[src/rtl/muldiv_if.sv]
// muldiv_if: request/result bundle between the control unit and the
// iterative multiply/divide unit (operands, MTHI/MTLO writes, status, HI/LO).
interface muldiv_if;
    logic        start;
    logic [1:0]  op;
    logic [31:0] a;
    logic [31:0] b;
    logic        wr_hi;
    logic        wr_lo;
    logic [31:0] wr_data;
    logic        busy;
    logic        done;
    logic [31:0] hi;
    logic [31:0] lo;

    // Control unit side: issues requests and reads HI/LO.
    modport master (
        output start, op, a, b, wr_hi, wr_lo, wr_data,
        input  busy, done, hi, lo
    );

    // Multiply/divide unit side.
    modport slave (
        input  start, op, a, b, wr_hi, wr_lo, wr_data,
        output busy, done, hi, lo
    );
endinterface

[src/rtl/muldiv.sv]
// muldiv: iterative 32x32 multiply / restoring divide unit owning HI/LO.
// A start in IDLE latches operand magnitudes and sign flags; 32 RUN steps
// follow, then a FIX cycle applies sign correction and writes HI/LO.
// Optional divider: build with MULDIV_DIV_EN defined to execute DIV/DIVU;
// without it, ops 10/11 complete as one-cycle no-ops leaving HI/LO intact.
module muldiv (
    input  logic     clk,
    input  logic     rst,
    muldiv_if.slave  bus
);

    typedef enum logic [1:0] {
        S_IDLE = 2'd0,
        S_RUN  = 2'd1,
        S_FIX  = 2'd2
    } state_t;

    state_t      r_state;
    state_t      w_state_nxt;

    logic [4:0]  r_cnt;
    logic [31:0] r_opb;        // multiplicand / divisor magnitude
    logic [63:0] r_acc;        // {upper, lower}: product, or {remainder, quotient}
    logic        r_neg_res;    // negate product / quotient in FIX
    logic        r_busy;
    logic        r_done;
    logic [31:0] r_hi;
    logic [31:0] r_lo;

    logic        w_accept;
    logic        w_run_req;
    logic        w_nop;
    logic        w_signed_op;
    logic [31:0] w_a_mag;
    logic [31:0] w_b_mag;
    logic [32:0] w_mul_sum;
    logic [63:0] w_mul_nxt;
    logic [63:0] w_prod;

`ifdef MULDIV_DIV_EN
    logic        r_is_div;
    logic        r_neg_rem;    // remainder follows the dividend sign
    logic        r_div0;
    logic [32:0] w_rem_sh;
    logic [32:0] w_rem_diff;
    logic        w_q_bit;
    logic [63:0] w_div_nxt;
    logic [31:0] w_quo;
    logic [31:0] w_rem;
`endif

    // Start is only seen in IDLE, which is exactly when busy is low.
    assign w_accept    = (r_state == S_IDLE) && bus.start;
`ifdef MULDIV_DIV_EN
    assign w_run_req   = w_accept;
    assign w_nop       = 1'b0;
`else
    assign w_run_req   = w_accept && !bus.op[1];
    assign w_nop       = w_accept && bus.op[1];
`endif

    // MULT (00) and DIV (10) are the signed ops.
    assign w_signed_op = !bus.op[0];
    assign w_a_mag     = (w_signed_op && bus.a[31]) ? (~bus.a + 32'd1) : bus.a;
    assign w_b_mag     = (w_signed_op && bus.b[31]) ? (~bus.b + 32'd1) : bus.b;

    // Shift-add multiply step: lower half starts as the multiplier and is
    // consumed LSB first while the product grows in from the top.
    assign w_mul_sum   = {1'b0, r_acc[63:32]} + {1'b0, r_opb};
    assign w_mul_nxt   = r_acc[0] ? {w_mul_sum, r_acc[31:1]}
                                  : {1'b0, r_acc[63:32], r_acc[31:1]};
    assign w_prod      = r_neg_res ? (~r_acc + 64'd1) : r_acc;

`ifdef MULDIV_DIV_EN
    // Restoring divide step: shift the next dividend bit into the remainder
    // and subtract the divisor when it fits. A zero divisor leaves the full
    // dividend as remainder, so only LO needs forcing for divide-by-zero.
    assign w_rem_sh    = {r_acc[63:32], r_acc[31]};
    assign w_rem_diff  = w_rem_sh - {1'b0, r_opb};
    assign w_q_bit     = !w_rem_diff[32];
    assign w_div_nxt   = {(w_q_bit ? w_rem_diff[31:0] : w_rem_sh[31:0]),
                          r_acc[30:0], w_q_bit};
    assign w_quo       = r_neg_res ? (~r_acc[31:0] + 32'd1) : r_acc[31:0];
    assign w_rem       = r_neg_rem ? (~r_acc[63:32] + 32'd1) : r_acc[63:32];
`endif

    // State register.
    always_ff @(posedge clk) begin
        // NOTE: sequential state uses non-blocking assignments so every
        // register samples pre-edge values regardless of statement order.
        if (rst) r_state <= S_IDLE;
        else     r_state <= w_state_nxt;
    end

    // Next-state decode.
    always_comb begin
        // NOTE: default first so no path through the case leaves the
        // signal unassigned, which would otherwise infer a latch.
        w_state_nxt = r_state;
        case (r_state)
            S_IDLE:  if (w_run_req) w_state_nxt = S_RUN;
            S_RUN:   if (r_cnt == 5'd31) w_state_nxt = S_FIX;
            S_FIX:   w_state_nxt = S_IDLE;
            default: w_state_nxt = S_IDLE;
        endcase
    end

    // Datapath, HI/LO and status registers.
    always_ff @(posedge clk) begin
        if (rst) begin
            // NOTE: only architectural and status registers are reset; the
            // operand/accumulator registers are always loaded before use.
            r_busy <= 1'b0;
            r_done <= 1'b0;
            r_hi   <= 32'd0;
            r_lo   <= 32'd0;
        end else begin
            r_done <= 1'b0;
            case (r_state)
                S_IDLE: begin
                    if (w_run_req) begin
                        r_busy    <= 1'b1;
                        r_cnt     <= 5'd0;
                        r_opb     <= w_b_mag;
                        r_acc     <= {32'd0, w_a_mag};
                        r_neg_res <= w_signed_op && (bus.a[31] ^ bus.b[31]);
`ifdef MULDIV_DIV_EN
                        r_is_div  <= bus.op[1];
                        r_neg_rem <= w_signed_op && bus.a[31];
                        r_div0    <= (bus.b == 32'd0);
`endif
                    end else if (w_nop) begin
                        r_done <= 1'b1;
                    end else if (!bus.start) begin
                        if (bus.wr_hi) r_hi <= bus.wr_data;
                        if (bus.wr_lo) r_lo <= bus.wr_data;
                    end
                end
                S_RUN: begin
                    r_cnt <= r_cnt + 5'd1;
`ifdef MULDIV_DIV_EN
                    r_acc <= r_is_div ? w_div_nxt : w_mul_nxt;
`else
                    r_acc <= w_mul_nxt;
`endif
                end
                S_FIX: begin
                    r_busy <= 1'b0;
                    r_done <= 1'b1;
`ifdef MULDIV_DIV_EN
                    if (r_is_div) begin
                        r_lo <= r_div0 ? 32'hFFFF_FFFF : w_quo;
                        r_hi <= w_rem;
                    end else begin
                        r_hi <= w_prod[63:32];
                        r_lo <= w_prod[31:0];
                    end
`else
                    r_hi <= w_prod[63:32];
                    r_lo <= w_prod[31:0];
`endif
                end
                default: r_busy <= 1'b0;
            endcase
        end
    end

    assign bus.busy = r_busy;
    assign bus.done = r_done;
    assign bus.hi   = r_hi;
    assign bus.lo   = r_lo;

endmodule

[src/flat_wrapper.sv]
// flat-port wrapper written by rule: the top's interface ports become plain ports
module muldiv_flat 
  (clk, rst, bus_start, bus_op, bus_a, bus_b, bus_wr_hi, bus_wr_lo, bus_wr_data, bus_busy, bus_done, bus_hi, bus_lo);
  muldiv_if bus_i ();
  input  logic clk;
  input  logic rst;
  input wire logic [$bits(bus_i.start)-1:0] bus_start;
  input wire logic [$bits(bus_i.op)-1:0] bus_op;
  input wire logic [$bits(bus_i.a)-1:0] bus_a;
  input wire logic [$bits(bus_i.b)-1:0] bus_b;
  input wire logic [$bits(bus_i.wr_hi)-1:0] bus_wr_hi;
  input wire logic [$bits(bus_i.wr_lo)-1:0] bus_wr_lo;
  input wire logic [$bits(bus_i.wr_data)-1:0] bus_wr_data;
  output wire logic [$bits(bus_i.busy)-1:0] bus_busy;
  output wire logic [$bits(bus_i.done)-1:0] bus_done;
  output wire logic [$bits(bus_i.hi)-1:0] bus_hi;
  output wire logic [$bits(bus_i.lo)-1:0] bus_lo;
  assign bus_i.start = bus_start;
  assign bus_i.op = bus_op;
  assign bus_i.a = bus_a;
  assign bus_i.b = bus_b;
  assign bus_i.wr_hi = bus_wr_hi;
  assign bus_i.wr_lo = bus_wr_lo;
  assign bus_i.wr_data = bus_wr_data;
  assign bus_busy = bus_i.busy;
  assign bus_done = bus_i.done;
  assign bus_hi = bus_i.hi;
  assign bus_lo = bus_i.lo;
  muldiv u_core (.clk(clk), .rst(rst), .bus(bus_i));
endmodule
[config.mk]
export PLATFORM = sky130hd
export DESIGN_NAME = muldiv_flat
export DESIGN_NICKNAME = d
export VERILOG_FILES = /design/src/rtl/muldiv_if.sv /design/src/rtl/muldiv.sv /design/src/flat_wrapper.sv
export SDC_FILE = /design/constraint.sdc
export NUM_CORES = 1
export LEC_CHECK = 0
export ABC_CLOCK_PERIOD_IN_PS = 8000
export CORE_ASPECT_RATIO = 1.2
export CORE_MARGIN = 4
export CORE_UTILIZATION = 51
export CTS_BUF_LIST = sky130_fd_sc_hd__clkbuf_8
export CTS_CLUSTER_DIAMETER = 30
export DETAILED_ROUTE_END_ITERATION = 6
export PLACE_DENSITY = 0.83
export SLEW_MARGIN = 20
export SYNTH_ARGS = -nofsm -noshare
export SYNTH_HDL_FRONTEND = slang
export SYNTH_SLANG_ARGS = --single-unit
[constraint.sdc]
create_clock -name clk -period 8 [get_ports clk]
set_clock_uncertainty 0.2 [all_clocks]
set_input_delay 1.6 -clock clk [delete_from_list [all_inputs] [get_ports clk]]
set_output_delay 1.6 -clock clk [all_outputs]
set_load 0.05 [all_outputs]
==> results_dict.tcl <==
set metrics [dict create \
    status "complete, no violations" \
    grt_use_total_pct 24.24 \
    worstHoldPathCells 2 \
    worstHoldEndpoint "u_core.bus.hi[27]" \
    reg2reg_to "u_core.bus.hi[24]" \
    ioPinCount 169 \
    die_x_um 140.9 \
    pre_cts_ws_ps 3157 \
    async_flop_share_pct 0 \
    maxSlewViolCount 0 \
    rows 58 \
    crit_fanout 4 \
    grt_pass1_vias 8943 \
    maxCapViolations 0 \
    core_area_mm2 0.02090 \
    place_congestion 0.8879 \
    r2r-start "u_core.r_acc[0]" \
    cts_tree "done" \
    cts.path.max_buffers 2 \
    critical_path_arrival_ps 4400 \
    min_period_ps 4396 \
    clk_pin_slew_ps 90 \
    power_mw 2.175 \
    clk_latency_ps 470 \
    htree_num_levels 4 \
    ys_dominant_reg_cell "edfxtp_1" \
    crit_path_start_kind "input port" \
    gr-total-overflow 0 \
    cts_setup_buffers 0 \
    regArea_mm2 0.004424 \
    area_growth_pct 21.23 \
    cp-end-kind "flop" \
    setup_viol 0 \
    wl_per_cell_um 18.11 \
    route.detailed.drc 0 \
    numCtsBuffers 17 \
    yosysWarnings 0 \
    nNetsFinal 1476 \
    antenna_found_initial 0 \
    use_met2_pct 40.52 \
    p_per_area_mw_per_mm2 166.1 \
    crit_required_ps 8000 \
    ir_drop_mv 0.1143 \
    root_buffer "clkbuf_8" \
    drive_gt1_share_pct 5.119 \
    hp-class "flop to flop" \
    ant_nets 0 \
    io_buffers 168 \
    yosysSeqAreaShare_pct 40.95 \
    fin_crit_sh_pct 54.95 \
    start_util_pct 51.69 \
    vias 9689 \
    num_antenna_cells 0 \
    hp-start "u_core.bus.hi[27]" \
    worstSetupPathType "input port to flop" \
    dpl_cell_area_mm2 0.01267 \
    dp_hpwl_um 22630 \
    layout_commonest_cell "clkdlybuf4s50_1" \
    tns_ps 0 \
    postSynthCellCount 1204 \
    multi_input_area_mm2 0.006086 \
    grt_start_max_net_pins 90 \
    worst_slew_pin_slew_ps 1046 \
    ys_seq_elements 170 \
    fillCellCount 1781 \
    slew_headroom_pct 30.11 \
    grtUsageMet1_pct 31.78 \
    fin_area_mm2 0.01310 \
    r2r_setup_slack_ps 3920 \
    grt_busiest_layer "met2" \
    synth-edff-count 102 \
    syn_area_mm2 0.01080 \
    drtIter0Drc 803 \
    cts_hold_buf 0 \
    yosys.cell_types.count 67 \
    die_area_mm2 0.02359 \
    gr-usage-met3_pct 4.399 \
    post_drt_via_cell_ratio 5.988 \
    p_leak_nw 4.639 \
    syn_nets 1345 \
    cts_sinks 170 \
    fp.dieH_um 167.4 \
    fmax_mhz 227.5 \
    layout_setup_ws_ps 3604 \
    hold_viol_final 0 \
    dr.pass1.iters 5 \
    final_cell_mix "clkdlybuf4s50_1 (167), nor2_1 (153), edfxtp_1 (102)" \
    synth_area_per_cell_um2 8.974 \
    grt_pass1_wl_um 46400 \
    r2r_cells 10 \
    routed_wl_um 29300 \
    cts_resized 0 \
    rsz0062_at_grt "false" \
]
[through the flow]
stage	hold WS [ps]	util (%)	instances
3_5_place_dp	262.1	60.61	1586
6_report	277.2	62.67	1618
2_1_floorplan	357.9	-	1204
4_1_cts	278.5	62.67	1618
5_1_grt	319.6	62.67	1618
3_3_place_gp	263.6	60.61	1586
[how the worst max path moves through the flow]
| stage | from | cells after the start | to | slack, ps |
|---|---|---|---|---|
| after floorplan | rst | 3 | u_core.r_acc[0] | 110 |
| after global placement | bus_a[11] | 10 | u_core.r_acc[25] | 3270 |
| after detailed placement | bus_a[11] | 10 | u_core.r_acc[25] | 3160 |
| after global routing | bus_a[11] | 10 | u_core.r_acc[25] | 3460 |
| after CTS | bus_a[11] | 10 | u_core.r_acc[25] | 3650 |
| final | bus_a[11] | 10 | u_core.r_acc[25] | 3600 |
[final cells by class]
cell class	instances	area share (%)
Clock buffer	17	1.786
Inverter	20	0.5732
Tap cell	270	2.579
Clock inverter	15	1.500
Sequential cell	170	33.78
Timing Repair Buffer	177	13.32
Multi-Input combinational cell	949	46.47
[per-layer routing]
metal / vias to the layer above / part of all wire, %
met1: 4512 / 41
li1: 4697 / -
met3: 49 / 8.1
met4: 0 / 2.6
met2: 431 / 48
met5: - / 0
[flip-flops by register name, summed over array words and instances, names as in the netlist]
signal	cells
u_core.bus.hi	32
u_core.r_state	2
u_core.r_acc	64
u_core.r_neg_res	1
u_core.bus.done	1
u_core.r_cnt	5
u_core.r_opb	32
u_core.bus.busy	1
u_core.bus.lo	32
[kinds of logic (layout without fill, tap and decap cells)]
logic type                 count (synthesis)  count (layout)  share of synthesized area, %
and+or+nand+nor                          382             382                         16.54
AOI/OAI and AO/OA                        365             365                         21.46
DFF                                      170             170                         40.95
xor gates and xnor gates                 143             143                         11.59
buffers and inverters                     85             229                         3.034
adders and majority gates                 38              38                         4.470
muxes                                     21              21                         1.957
[synth_stat cells, drive strengths merged, types with 17 or more instances]
| master | n | area, um^2 |
|---|---|---|
| edfxtp | 102 | 3063 |
| dfxtp | 68 | 1361 |
| o31ai | 30 | 225.2 |
| mux2i | 20 | 200.2 |
| nor2 | 154 | 578.1 |
| inv | 20 | 75.07 |
| a21oi | 100 | 500.5 |
| xnor2 | 58 | 508.0 |
| a21o | 17 | 127.6 |
| clkbuf | 61 | 229.0 |
| nand2 | 100 | 375.4 |
| xor2 | 85 | 744.5 |
| a211oi | 46 | 345.3 |
| nor3 | 24 | 120.1 |
| o21ai | 88 | 440.4 |
| ha | 37 | 462.9 |
[critical path: stages]
cell	delay [ps]
clkdlybuf4s50_1	470
or4_1	600
nor4_1	330
nand2b_1	170
nor4_1	260
nor2b_1	250
nand2_1	110
o41ai_1	360
xor2_1	170
o21ai_0	80
[power breakdown]
part / internal, mW / switching (mW) / leakage [nW]
clock: 0.341 / 0.323 / 0.220
sequential: 0.986 / 0.0482 / 1.51
combinational: 0.196 / 0.282 / 2.91
(Power assumes the default switching activity.)
